===== src/rtl/handshake_fifo_if.sv =====
// Valid/ready/data channel. The producer side uses the master modport and the
// consumer side uses the slave modport.
interface handshake_fifo_if #(
  parameter int DATA_WIDTH = 64
);
  logic                  valid;
  logic                  ready;
  logic [DATA_WIDTH-1:0] data;

  modport master (output valid, output data, input ready);
  modport slave  (input valid, input data, output ready);
endinterface


===== src/rtl/handshake_fifo.sv =====
// Elastic valid/ready buffer with configurable depth and width. The output is
// either registered or, when the buffer is empty, bypassed straight from the input.
module handshake_fifo #(
  parameter int DATA_WIDTH   = 64,
  parameter int DEPTH        = 4,
  parameter int FALL_THROUGH = 0,
  parameter int AFULL_THRESH = DEPTH - 1
) (
  input  logic                         aclk,
  input  logic                         reset,
  input  logic                         flush,
  handshake_fifo_if.slave              s,
  handshake_fifo_if.master             m,
  output logic [$clog2(DEPTH+1)-1:0]   count,
  output logic                         almost_full
);

  localparam int AW = $clog2(DEPTH);
  localparam int CW = $clog2(DEPTH + 1);

  logic [DATA_WIDTH-1:0] mem [DEPTH];
  logic [AW-1:0]         wr_ptr;
  logic [AW-1:0]         rd_ptr;
  logic [CW-1:0]         cnt_q;
  logic [CW-1:0]         cnt_d;
  logic                  af_q;
  logic                  clr;
  logic                  empty;
  logic                  full;
  logic                  bypass;
  logic                  push;
  logic                  pop;
  logic                  wr_en;
  logic                  rd_en;

  always_comb begin
    clr    = reset | flush;
    empty  = (cnt_q == '0);
    full   = (cnt_q == CW'(DEPTH));
    bypass = (FALL_THROUGH != 0) && empty;

    // Both sides are blocked while clearing, so no handshake completes.
    s.ready = !clr && !full;
    m.valid = !clr && (bypass ? s.valid : !empty);
    m.data  = bypass ? s.data : mem[rd_ptr];

    push  = s.valid & s.ready;
    pop   = m.valid & m.ready;
    // A word consumed in bypass never touches storage.
    wr_en = push && !(bypass && m.ready);
    rd_en = pop && !bypass;

    cnt_d = cnt_q;
    case ({wr_en, rd_en})
      2'b10:   cnt_d = cnt_q + CW'(1);
      2'b01:   cnt_d = cnt_q - CW'(1);
      default: cnt_d = cnt_q;
    endcase
  end

  always_ff @(posedge aclk) begin
    if (clr) begin
      wr_ptr <= '0;
      rd_ptr <= '0;
      cnt_q  <= '0;
      af_q   <= 1'b0;
    end else begin
      if (wr_en) wr_ptr <= wr_ptr + AW'(1);
      if (rd_en) rd_ptr <= rd_ptr + AW'(1);
      cnt_q <= cnt_d;
      af_q  <= (cnt_d >= CW'(AFULL_THRESH));
    end
  end

  always_ff @(posedge aclk) begin
    if (wr_en) mem[wr_ptr] <= s.data;
  end

  assign count       = cnt_q;
  assign almost_full = af_q;

endmodule


===== src/flat_wrapper.sv =====
// flat-port wrapper written by rule: the top's interface ports become plain ports
module handshake_fifo_flat 
#(
  parameter int DATA_WIDTH   = 64,
  parameter int DEPTH        = 4,
  parameter int FALL_THROUGH = 0,
  parameter int AFULL_THRESH = DEPTH - 1
)
  (aclk, reset, flush, count, almost_full, s_valid, s_data, s_ready, m_valid, m_data, m_ready);
  handshake_fifo_if #(.DATA_WIDTH(DATA_WIDTH)) s_i ();
  handshake_fifo_if #(.DATA_WIDTH(DATA_WIDTH)) m_i ();
  input  logic aclk;
  input  logic reset;
  input  logic flush;
  output logic [$clog2(DEPTH+1)-1:0] count;
  output logic almost_full;
  input wire logic [$bits(s_i.valid)-1:0] s_valid;
  input wire logic [$bits(s_i.data)-1:0] s_data;
  output wire logic [$bits(s_i.ready)-1:0] s_ready;
  output wire logic [$bits(m_i.valid)-1:0] m_valid;
  output wire logic [$bits(m_i.data)-1:0] m_data;
  input wire logic [$bits(m_i.ready)-1:0] m_ready;
  assign s_i.valid = s_valid;
  assign s_i.data = s_data;
  assign s_ready = s_i.ready;
  assign m_valid = m_i.valid;
  assign m_data = m_i.data;
  assign m_i.ready = m_ready;
  handshake_fifo #(.DATA_WIDTH(DATA_WIDTH), .DEPTH(DEPTH), .FALL_THROUGH(FALL_THROUGH), .AFULL_THRESH(AFULL_THRESH)) u_core (.aclk(aclk), .reset(reset), .flush(flush), .s(s_i), .m(m_i), .count(count), .almost_full(almost_full));
endmodule

===== config.mk =====
export PLATFORM = sky130hd
export DESIGN_NAME = handshake_fifo_flat
export DESIGN_NICKNAME = d
export VERILOG_FILES = /design/src/rtl/handshake_fifo_if.sv /design/src/rtl/handshake_fifo.sv /design/src/flat_wrapper.sv
export SDC_FILE = /design/constraint.sdc
export NUM_CORES = 1
export LEC_CHECK = 0
export CORE_MARGIN = 10
export CORE_UTILIZATION = 45
export CTS_CLUSTER_SIZE = 10
export DETAILED_ROUTE_END_ITERATION = 8
export GPL_TIMING_DRIVEN = 0
export PLACE_DENSITY = 0.71
export REMOVE_ABC_BUFFERS = 1
export SLEW_MARGIN = 40
export SYNTH_ARGS = -nofsm -noshare
export SYNTH_HDL_FRONTEND = slang
export SYNTH_SLANG_ARGS = --single-unit

===== constraint.sdc =====
create_clock -name aclk -period 3.3 [get_ports aclk]
set_input_delay 0.66 -clock aclk [delete_from_list [all_inputs] [get_ports aclk]]
set_output_delay 0.66 -clock aclk [all_outputs]
set_load 0.02 [all_outputs]

==> summary.md <==
| Metric | Value |
|---|---|
| CP startpoint kind | register |
| RSZ-0062 raised after global routing | no |
| First-pass GRT wire length | 29200 µm |
| Wire per inst | 21.6 µm |
| # setup viols final | 0 |
| CTS tree | built |
| Crit path arrival time | 2470 ps |
| Area delta synth->final | 29.0% |
| Die area | 0.0280 mm² |
| Synth Area in Adders | 0.847% |
| Req. time, crit path | 2640 ps |
| Drt first pass iters | 4 |
| Crit path max fanout | 25 |
| Post-synthesis compound-gate area fraction | 0.642% |
| PortBufs | 138 |
| Crit-path cells | buf_12 > mux4_2 > clkdlybuf4s50_1 |
| Fin. Hold Viols | 0 |
| Hold WC Path Type | reg -> reg |
| Max IR drop VDD | 0.524 mV |
| Outcome | finished, final reports clean |
| Largest family of logic cells by synthesized area | multiplexers |
| Period minus WS final | 3130 ps |
| Period utilisation layout | 94.8% |
| F_max | 320 MHz |
| Simple-Gate Fraction of Synth Area | 1.35% |
| Total CTS buffers | 30 |
| # IOs | 139 |
| CP peak stage delay | 570 ps |
| Critical-path top delay cell | clkdlybuf4s50_1 |
| Total power | 6.92 mW |
| Row count | 53 |
| Number of synthesized flops with an enable pin | 256 |
| GR Util All Layers | 13.0% |
| Core Area | 0.0212 mm² |
| DP HPWL | 12000 µm |
| Largest net degree at the start of global routing | 28 |
| Initial Util | 46.1% |
| Pwr per Cell Area | 550 mW/mm² |
| Antenna diodes | 0 |
| Vias/cell | 5.25 |
| Post-CTS Setup Inserts | 1 |
| Fillcell total | 1478 |
| Clock Skew | 8.79 ps |
| Gr ovfl total | 0 |
| Total number of vias | 4495 |
| Clock Sink Count | 266 |
| Kind of critical path | reg -> out |
| Max Slew Vio Count | 0 |
| Clock transition at the registers of the reported paths | 50 ps |
| Max Cap Violations | 0 |
| Post-synth cell types | 32 |
| Crit path capture type | output pin |
| Synthesized area | 0.00975 mm² |
| Multiplexer share of the synthesized area | 14.9% |
| Reg-to-reg startpoint | u_core.count[0] |
| # nets final | 633 |
| # DRC | 0 |
| Die X | 167 µm |
| Number of global-route vias before repair | 5015 |
| Clock Latency Late Sink | 530 ps |
| Cells after Synth | 392 |
| Initial antenna violation count | 0 |
| Final wirelength | 18500 µm |
| PostCTS Resize Cnt | 0 |
| Synth warnings | 0 |
| Fin worst setup slack | 171 ps |
| Dpl ws | -33.1 ps |
| Die height | 167 µm |
| Average cell area after synthesis | 24.9 µm² |
| Xor-xnor portion of the synthesized cell area | 0.359% |
| Slew HR | 63.3% |
| Fraction of layout cells with a size suffix above 1 | 20.3% |
| Worst Max-Slew Pin Slew | 548 ps |
| Worst hold path startpoint | u_core.rd_ptr[0] |
| Post-synth top flop | edfxtp_1 |
| CTS H-Tree Depth | 1 |
| Max clock buf depth | 3 |
| Iteration-0 DRC Markers | 245 |
| CTS Hold Bufs | 0 |
| RD Place Congestion | 0.747 |
| CTS Root Cell | clkbuf_16 |
| Asr flop ratio synth | 0% |
| Final ANT Viol Nets | 0 |
| Post-synthesis sequential area ratio | 80.9% |
| Seq cells post-synth | 266 |
| Static Leakage | 3.93 nW |
## cells by family after synthesis
kind of cell    Yosys count
xor+xnor                  4
simple gates             23
mux                      65
fa+ha+maj                 6
buf+inv                  20
compound gates            8
flops                   266
## cell usage after synthesis (2+ instances only)
library cell | n | area [µm²]
buf_2 | 3 | 15.0
buf_1 | 2 | 7.51
mux4_2 | 64 | 1440
and3_1 | 4 | 25.0
ha_1 | 5 | 62.6
nor2_1 | 8 | 30.0
buf_4 | 6 | 45.0
nand3_1 | 2 | 10.0
dfxtp_1 | 10 | 200
clkbuf_1 | 6 | 22.5
xor2_1 | 3 | 26.3
o211ai_1 | 2 | 15.0
inv_1 | 3 | 11.3
edfxtp_1 | 256 | 7690
## routing by layer
layer / part of all wire [%] / track usage (%) / routed length (µm)
met1: 42 / 16.0 / 7710
met2: 50 / 22.0 / 9230
met3: 6.9 / 4.14 / 1280
met4: 1.4 / 3.03 / 267
met5: 0 / 0 / 0
## critical path, delay by kind of cell (launching register included)
kind,cells,cell delay (ps)
buffers and inverters,2,840
flip-flops,1,530
multiplexers,1,550
## layout by cell type (no fill, tap or decap), types with 2 or more instances in the layout
cell type	Yosys	layout
clkbuf_1	6	23
clkbuf_16	0	31
buf_16	0	4
buf_12	0	9
edfxtp_1	256	256
inv_1	3	3
nor2_1	8	8
o211ai_1	2	2
nand3_1	2	2
clkdlybuf4s50_1	0	138
ha_1	5	5
mux4_2	64	64
dfxtp_1	10	8
xor2_1	3	3
and3_4	0	4
dfxtp_4	0	2
## cell type report
class | instances | area, µm² | area share (%)
Clock buffer | 55 | 876 | 6.96
Inverter | 3 | 11.3 | 0.0895
Multi-Input combinational cell | 106 | 1780 | 14.2
Sequential cell | 266 | 7900 | 62.8
Tap cell | 275 | 344 | 2.73
Timing Repair Buffer | 151 | 1670 | 13.3
## registers in the layout, indices dropped and copies added (netlist names), named ones only
register / cells
u_core.mem: 256
u_core.count: 3
u_core.wr_ptr: 2
u_core.almost_full: 1
u_core.rd_ptr: 2
## where the power goes
part | internal (mW) | leakage [nW] | switching, mW
clock network | 1.76 | 0.416 | 1.15
registers | 3.73 | 2.39 | 0.00780
logic | 0.149 | 1.11 | 0.121
## path summary, 6_finish.rpt
path,endpoint,slack [ps],cells past startpoint
setup reg to reg,u_core.almost_full,700,8
hold reg to reg,register,530,2
setup / recovery,m_data[12],170,3
hold / removal,register,530,2
## per-stage QoR
step	instances	hold WS, ps	cell area [µm²]	setup TNS (ps)	util [%]
global route	856	584	12600	0	59.5
CTS	856	541	12600	0	59.5
detailed placement	800	524	11700	-33.1	55.2
finish	856	535	12600	0	59.5
floorplan	375	485	9660	-52060	-
global placement	788	506	11400	-540510	53.8
Note: power is estimated with default switching activity, not from simulation.
